==> src/rtl/zwolf_i2c_pkg.sv <==
// Shared definitions for the Zwolf I2C control port: FSM states, command codes,
// default target address and the command-recognition helper.
package zwolf_i2c_pkg;

    typedef enum logic [2:0] {
        ST_IDLE     = 3'd0,
        ST_ADDR     = 3'd1,
        ST_ADDR_ACK = 3'd2,
        ST_RX       = 3'd3,
        ST_RX_ACK   = 3'd4,
        ST_TX       = 3'd5,
        ST_TX_ACK   = 3'd6,
        ST_WAIT     = 3'd7
    } i2c_state_e;

    localparam logic [7:0] CMD_HALT  = 8'h01;
    localparam logic [7:0] CMD_RESET = 8'h02;
    localparam logic [7:0] CMD_EXEC  = 8'h03;
    localparam logic [7:0] CMD_DATA  = 8'h04;

    localparam logic [6:0] I2C_ADDR_RESET = 7'h0c;

    function automatic logic is_known_cmd(input logic [7:0] b);
        return (b == CMD_HALT) || (b == CMD_RESET) || (b == CMD_EXEC) || (b == CMD_DATA);
    endfunction

endpackage

==> src/rtl/zwolf_i2c_sync.sv <==
// Two-flop synchronizer plus persistence filter for one I2C pin. The filtered
// level only moves after GLITCH_LEN consecutive samples agree on the new value;
// rise/fall strobes are one clk wide and aligned with the filtered level change.
module zwolf_i2c_sync #(
    parameter int GLITCH_LEN = 2
) (
    input  logic clk,
    input  logic reset,
    input  logic raw_i,
    output logic level_o,
    output logic rise_o,
    output logic fall_o
);

    localparam logic [3:0] CNT_MAX = 4'(GLITCH_LEN - 1);

    logic       meta_q, sync_q;
    logic       filt_q, filt_d;
    logic       prev_q;
    logic [3:0] cnt_q, cnt_d;

    // Bring the asynchronous pin into the clk domain (idle bus level is high)
    always_ff @(posedge clk) begin
        if (reset) begin
            meta_q <= 1'b1;
            sync_q <= 1'b1;
        end else begin
            meta_q <= raw_i;
            sync_q <= meta_q;
        end
    end

    // Count consecutive disagreeing samples; accept the new level on the last one
    always_comb begin
        filt_d = filt_q;
        cnt_d  = '0;
        if (sync_q != filt_q) begin
            if (cnt_q == CNT_MAX) filt_d = sync_q;
            else                  cnt_d  = cnt_q + 4'd1;
        end
    end

    // Filter state and previous level for edge detection
    always_ff @(posedge clk) begin
        if (reset) begin
            filt_q <= 1'b1;
            prev_q <= 1'b1;
            cnt_q  <= '0;
        end else begin
            filt_q <= filt_d;
            prev_q <= filt_q;
            cnt_q  <= cnt_d;
        end
    end

    assign level_o = filt_q;
    assign rise_o  = filt_q & ~prev_q;
    assign fall_o  = ~filt_q & prev_q;

endmodule

==> src/rtl/zwolf_i2c_target.sv <==
// I2C target that lets an external host halt, restart and feed opcodes/operands
// to the Zwolf CPU, and read back the CPU's io_wdata byte.
module zwolf_i2c_target
    import zwolf_i2c_pkg::*;
#(
    parameter int GLITCH_LEN = 2
) (
    input  logic       clk,
    input  logic       reset,
    input  logic [6:0] i2c_addr,
    input  logic       scl_in,
    input  logic       sda_in,
    output logic       sda_oe,
    output logic [7:0] io_rdata,
    input  logic [7:0] io_wdata,
    output logic       ext_halt,
    output logic       ext_reset,
    output logic       ext_execute,
    output logic       busy
);

    logic scl_lvl, scl_rise, scl_fall;
    logic sda_lvl, sda_rise, sda_fall;

    zwolf_i2c_sync #(.GLITCH_LEN(GLITCH_LEN)) u_scl_sync (
        .clk(clk), .reset(reset), .raw_i(scl_in),
        .level_o(scl_lvl), .rise_o(scl_rise), .fall_o(scl_fall)
    );

    zwolf_i2c_sync #(.GLITCH_LEN(GLITCH_LEN)) u_sda_sync (
        .clk(clk), .reset(reset), .raw_i(sda_in),
        .level_o(sda_lvl), .rise_o(sda_rise), .fall_o(sda_fall)
    );

    i2c_state_e state_q, state_d;
    logic [2:0] bitcnt_q;
    logic       done_q;       // 8th bit sampled; the ack slot starts at the next SCL fall
    logic       rw_q;
    logic       opnd_pend_q;  // EXEC/DATA seen, next byte is its operand
    logic       opnd_exec_q;  // pending operand belongs to EXEC
    logic       halt_q, rst_q, exec_q;
    logic [7:0] rdata_q;
    logic [7:0] shreg_q;

    logic       start_det, stop_det, last_bit, shifting;
    logic [7:0] rx_byte;

    assign start_det = sda_fall & scl_lvl;
    assign stop_det  = sda_rise & scl_lvl;
    assign last_bit  = scl_rise & (bitcnt_q == 3'd7);
    assign rx_byte   = {shreg_q[6:0], sda_lvl};
    assign shifting  = (state_q == ST_ADDR) || (state_q == ST_RX) || (state_q == ST_TX);

    // FSM state register
    always_ff @(posedge clk) begin
        if (reset) state_q <= ST_IDLE;
        else       state_q <= state_d;
    end

    // FSM next state; START/STOP override everything, ack slots span fall to fall
    always_comb begin
        state_d = state_q;
        if (start_det) begin
            state_d = ST_ADDR;
        end else if (stop_det) begin
            state_d = ST_IDLE;
        end else begin
            case (state_q)
                ST_ADDR: begin
                    if (last_bit && (rx_byte[7:1] != i2c_addr)) state_d = ST_WAIT;
                    else if (scl_fall && done_q)                state_d = ST_ADDR_ACK;
                end
                ST_ADDR_ACK: if (scl_fall) state_d = rw_q ? ST_TX : ST_RX;
                ST_RX: begin
                    if (last_bit && !opnd_pend_q && !is_known_cmd(rx_byte)) state_d = ST_WAIT;
                    else if (scl_fall && done_q)                            state_d = ST_RX_ACK;
                end
                ST_RX_ACK:   if (scl_fall) state_d = ST_RX;
                ST_TX:       if (scl_fall && done_q) state_d = ST_TX_ACK;
                ST_TX_ACK: begin
                    if (scl_rise && sda_lvl) state_d = ST_WAIT;
                    else if (scl_fall)       state_d = ST_TX;
                end
                default: state_d = state_q;
            endcase
        end
    end

    // FSM outputs: drive ACK during ack slots, inverted data bit while transmitting
    always_comb begin
        sda_oe = 1'b0;
        busy   = 1'b0;
        case (state_q)
            ST_ADDR_ACK, ST_RX_ACK: begin
                sda_oe = 1'b1;
                busy   = 1'b1;
            end
            ST_TX: begin
                sda_oe = ~shreg_q[7];
                busy   = 1'b1;
            end
            ST_RX, ST_TX_ACK: busy = 1'b1;
            default: ;
        endcase
    end

    // Bit counter, command/operand tracking and one-clk action pulses
    always_ff @(posedge clk) begin
        if (reset) begin
            bitcnt_q    <= '0;
            done_q      <= 1'b0;
            rw_q        <= 1'b0;
            opnd_pend_q <= 1'b0;
            opnd_exec_q <= 1'b0;
            halt_q      <= 1'b0;
            rst_q       <= 1'b0;
            exec_q      <= 1'b0;
            rdata_q     <= 8'h00;
        end else begin
            halt_q <= 1'b0;
            rst_q  <= 1'b0;
            exec_q <= 1'b0;
            if (start_det || stop_det) begin
                bitcnt_q    <= '0;
                done_q      <= 1'b0;
                opnd_pend_q <= 1'b0;
            end else if (scl_rise && shifting) begin
                bitcnt_q <= bitcnt_q + 3'd1;
                if (bitcnt_q == 3'd7) begin
                    done_q <= 1'b1;
                    if (state_q == ST_ADDR) rw_q <= sda_lvl;
                    if (state_q == ST_RX) begin
                        if (opnd_pend_q) begin
                            rdata_q     <= rx_byte;
                            exec_q      <= opnd_exec_q;
                            opnd_pend_q <= 1'b0;
                        end else begin
                            case (rx_byte)
                                CMD_HALT:  halt_q <= 1'b1;
                                CMD_RESET: rst_q  <= 1'b1;
                                CMD_EXEC: begin
                                    opnd_pend_q <= 1'b1;
                                    opnd_exec_q <= 1'b1;
                                end
                                CMD_DATA: begin
                                    opnd_pend_q <= 1'b1;
                                    opnd_exec_q <= 1'b0;
                                end
                                default: ;
                            endcase
                        end
                    end
                end
            end else if (scl_fall) begin
                done_q <= 1'b0;
            end
        end
    end

    // Shift register: shift in on SCL rise, load/shift out on SCL fall
    always_ff @(posedge clk) begin
        if (scl_rise && ((state_q == ST_ADDR) || (state_q == ST_RX))) begin
            shreg_q <= rx_byte;
        end else if (scl_fall) begin
            if (((state_q == ST_ADDR_ACK) && rw_q) || (state_q == ST_TX_ACK))
                shreg_q <= io_wdata;
            else if ((state_q == ST_TX) && !done_q)
                shreg_q <= {shreg_q[6:0], 1'b0};
        end
    end

    assign io_rdata    = rdata_q;
    assign ext_halt    = halt_q;
    assign ext_reset   = rst_q;
    assign ext_execute = exec_q;

endmodule
==> config.mk <==
export PLATFORM = sky130hd
export DESIGN_NAME = zwolf_i2c_target
export DESIGN_NICKNAME = d
export VERILOG_FILES = /design/src/rtl/zwolf_i2c_pkg.sv /design/src/rtl/zwolf_i2c_sync.sv /design/src/rtl/zwolf_i2c_target.sv
export SDC_FILE = /design/constraint.sdc
export NUM_CORES = 1
export LEC_CHECK = 0
export CORE_UTILIZATION = 45
export CTS_CLUSTER_SIZE = 40
export DETAILED_ROUTE_END_ITERATION = 10
export HOLD_SLACK_MARGIN = 0.08
export MAX_ROUTING_LAYER = met4
export PLACE_DENSITY = 0.76
export SLEW_MARGIN = 20
export SYNTH_ARGS = -nofsm -noshare
export SYNTH_HDL_FRONTEND = slang
export SYNTH_SLANG_ARGS = --single-unit
==> constraint.sdc <==
create_clock -name clk -period 2.3 [get_ports clk]
set_input_delay 0.46 -clock clk [delete_from_list [all_inputs] [get_ports clk]]
set_output_delay 0.46 -clock clk [all_outputs]
set_load 0.03 [all_outputs]
==> impl_metrics.env <==
export IMPL_drv_cap=0
export IMPL_clk_path_buf_depth=2
export IMPL_tightest_slew_ns=0.549
export IMPL_insertion_delay_ns=0.29
export IMPL_synth_area_per_cell_um2=9.87
export IMPL_clk_pin_slew_ns=0.08
export IMPL_synth_area_leaders="dfxtp_1 (34%), edfxtp_1 (11%), mux2i_1 (6.9%)"
export IMPL_grt_first_pass_wirelength_mm=7.08
export IMPL_pin_count=32
export IMPL_synth_edf_count=8
export IMPL_pre_cts_ws_ns=0.0705
export IMPL_ir_drop_mv=0.370
export IMPL_rsz0062_at_grt="false"
export IMPL_fin_crit_sh=0.859
export IMPL_crit_chain="or4_4 -> a211oi_2 -> nor4_1 -> o32ai_1 -> mux2i_1"
export IMPL_tns_ns=0
export IMPL_vias_per_cell=5.38
export IMPL_syn_inst=219
export IMPL_cts_sinks=45
export IMPL_grt_overflow=0
export IMPL_p_leak_nw=1.00
export IMPL_ys_seq_elements=45
export IMPL_ctsHtreeMaxLevel=2
export IMPL_min_period_ns=1.98
export IMPL_finalNonFillerCells=311
export IMPL_violations="DRC"
export IMPL_nFillCells=378
export IMPL_final_hold_viol_count=0
export IMPL_worst_hold_slack_ns=0.415
export IMPL_internal_power_mw=1.14
export IMPL_syn_area_um2=2160
export IMPL_switching_share=0.216
export IMPL_comb_power_share=0.075
export IMPL_end_kind="flop"
export IMPL_maxSlewViolCount=0
export IMPL_gp_congestion=0.891
export IMPL_clock_power_share=0.359
export IMPL_dieArea_um2=5080
export IMPL_num_vias=1672
export IMPL_ys_top_cells_by_count="dfxtp_1 (37), nor2_1 (31), mux2i_1 (15), nand2_1 (11), xor2_1 (10)"
export IMPL_die_y_um=71.3
export IMPL_fin_util=0.598
export IMPL_post_route_drc_count=2
export IMPL_slew_headroom=0.630
export IMPL_fmax_ghz=0.506
export IMPL_first_pass_iters=7
export IMPL_drt_wirelength_per_cell_um=13.6
export IMPL_cts_buffers=5
export IMPL_grt_total_usage=0.186
export IMPL_cts_root_buf="clkbuf_8"
export IMPL_r2r_cells=5
export IMPL_place_area_um2=2570
export IMPL_startpoint_type="flop"
export IMPL_syn_num_nets=244
export IMPL_start_util=0.483
export IMPL_area_delta_synth_final_pct=23.7
export IMPL_finalWorstSetupSlack_ns=0.325
export IMPL_p_sw_mw=0.315
export IMPL_antenna_found_initial=0
export IMPL_drt_initial_drc_count=106
export IMPL_cts_resized=2
export IMPL_ys_flop_type="dfxtp_1"
export IMPL_status="complete, but fails checks"
export IMPL_ant_nets=0
export IMPL_nets=283
export IMPL_ys_types=46
export IMPL_yosys_warnings=0
export IMPL_required_ns=2.52
export IMPL_setup_viol=0
export IMPL_ys_seq_area_frac=0.454
export IMPL_dp_hpwl_mm=3.17
export IMPL_ctsHoldBuffers=0
export IMPL_r2r_slack_ns=0.32
export IMPL_yosysMostFrequentCell="dfxtp_1"
export IMPL_drive_gt1_frac=0.154
export IMPL_path_class="reg -> reg"
export IMPL_core_um2=4470
export IMPL_grt_pass1_vias=1593
export IMPL_slowest_stage="or4_4"
export IMPL_max_stage_delay_ns=0.54
export IMPL_drt_wl_total_mm=4.23
export IMPL_p_seq_frac=0.566
export IMPL_num_rows=24
export IMPL_dp_cells=303
export IMPL_grt_max_degree=16
export IMPL_port_buffers=31
export IMPL_antennaDiodeCount=0
export IMPL_hp_class="reg -> reg"
export IMPL_cts_tree="yes"
export IMPL_stdcell_area_um2=2670
export IMPL_cp_max_fo=4
export IMPL_finalPower_mw=1.46
export IMPL_die_x_um=71.3
export IMPL_async_flop_share=0
export IMPL_fin_skew_ns=0.00744
export IMPL_cp_data_arrival_time_ns=2.20
export IMPL_power_density_nw_per_um2=546
export IMPL_holdPathStages=1
export IMPL_yosysTopAreaCellShare=0.343
export IMPL_postCtsSetupBuffers=0
export IMPL_yosysTopAreaCell="dfxtp_1"
-- worst max-delay path: cells and delay by family, from the launching register on --
kind             cells  cell delay (ns)
AO/OA/AOI/OAI        2             0.53
flip-flops           1             0.49
AND/OR/NAND/NOR      2             0.65
multiplexers         1             0.23
-- power groups by stage --
stage | Combinational, mW | Sequential, mW | Clock, mW
6_report | 0.110 | 0.825 | 0.524
5_1_grt | 0.121 | 0.828 | 0.578
4_1_cts | 0.111 | 0.825 | 0.544
3_5_place_dp | 0.111 | 0.844 | 0
3_3_place_gp | 0.108 | 0.843 | 0
2_1_floorplan | 0.0663 | 0.834 | 0
-- routing by layer --
metal,up-vias,wire [um],GRT usage,share of wire
met5,-,0,-,0
met4,0,45,0.0667,0.011
met3,5,188,0.0464,0.044
met2,34,1940,0.294,0.46
met1,786,2050,0.232,0.48
li1,847,-,-,-
-- final timing paths --
check / from / to
worst min-delay path: u_scl_sync.meta_q / u_scl_sync.sync_q
worst max register to register: shreg_q[4] / state_q[0]
worst max-delay path: shreg_q[4] / state_q[0]
worst min register to register: u_scl_sync.meta_q / u_scl_sync.sync_q
-- sequential cells by signal (all words and copies together), names as in the netlist, 3 cells and up --
register,cells
io_rdata,8
shreg_q,8
u_scl_sync.cnt_q,4
u_sda_sync.cnt_q,4
bitcnt_q,3
state_q,3
-- cell type report --
cell class | count | area [um2] | area share
Multi-Input combinational cell | 160 | 1120 | 0.418
Sequential cell | 45 | 983 | 0.368
Timing Repair Buffer | 41 | 387 | 0.145
Clock buffer | 7 | 96.3 | 0.0360
Tap cell | 52 | 65.1 | 0.0243
Inverter | 5 | 18.8 | 0.00702
Clock inverter | 1 | 5.00 | 0.00187
-- layout by cell type, fill, tap and decap left out, types with 3 or more instances in the layout --
cell type / count
clkdlybuf4s50_1: 29
or3_1: 3
a31oi_1: 3
nor2b_1: 5
dfxtp_1: 35
o21ai_0: 5
mux2_2: 7
xor2_1: 10
clkbuf_8: 7
nand3_1: 4
nor3b_1: 4
nand2_1: 11
nor3_1: 3
a21oi_1: 5
nor4_1: 4
xnor2_1: 6
nor2_1: 31
or2_2: 8
ha_1: 6
edfxtp_1: 8
buf_4: 10
inv_1: 5
mux2i_1: 15
nand2b_1: 3
-- kinds of logic after synthesis --
kind of cell,Yosys count,share of synthesized area
xor gates and xnor gates,16,0.0649
buffers and inverters,14,0.0284
adders and majority gates,6,0.0347
muxes,22,0.106
AOI/OAI and AO/OA,29,0.0938
and+or+nand+nor,87,0.218
DFF,45,0.454
(Power assumes the default switching activity.)
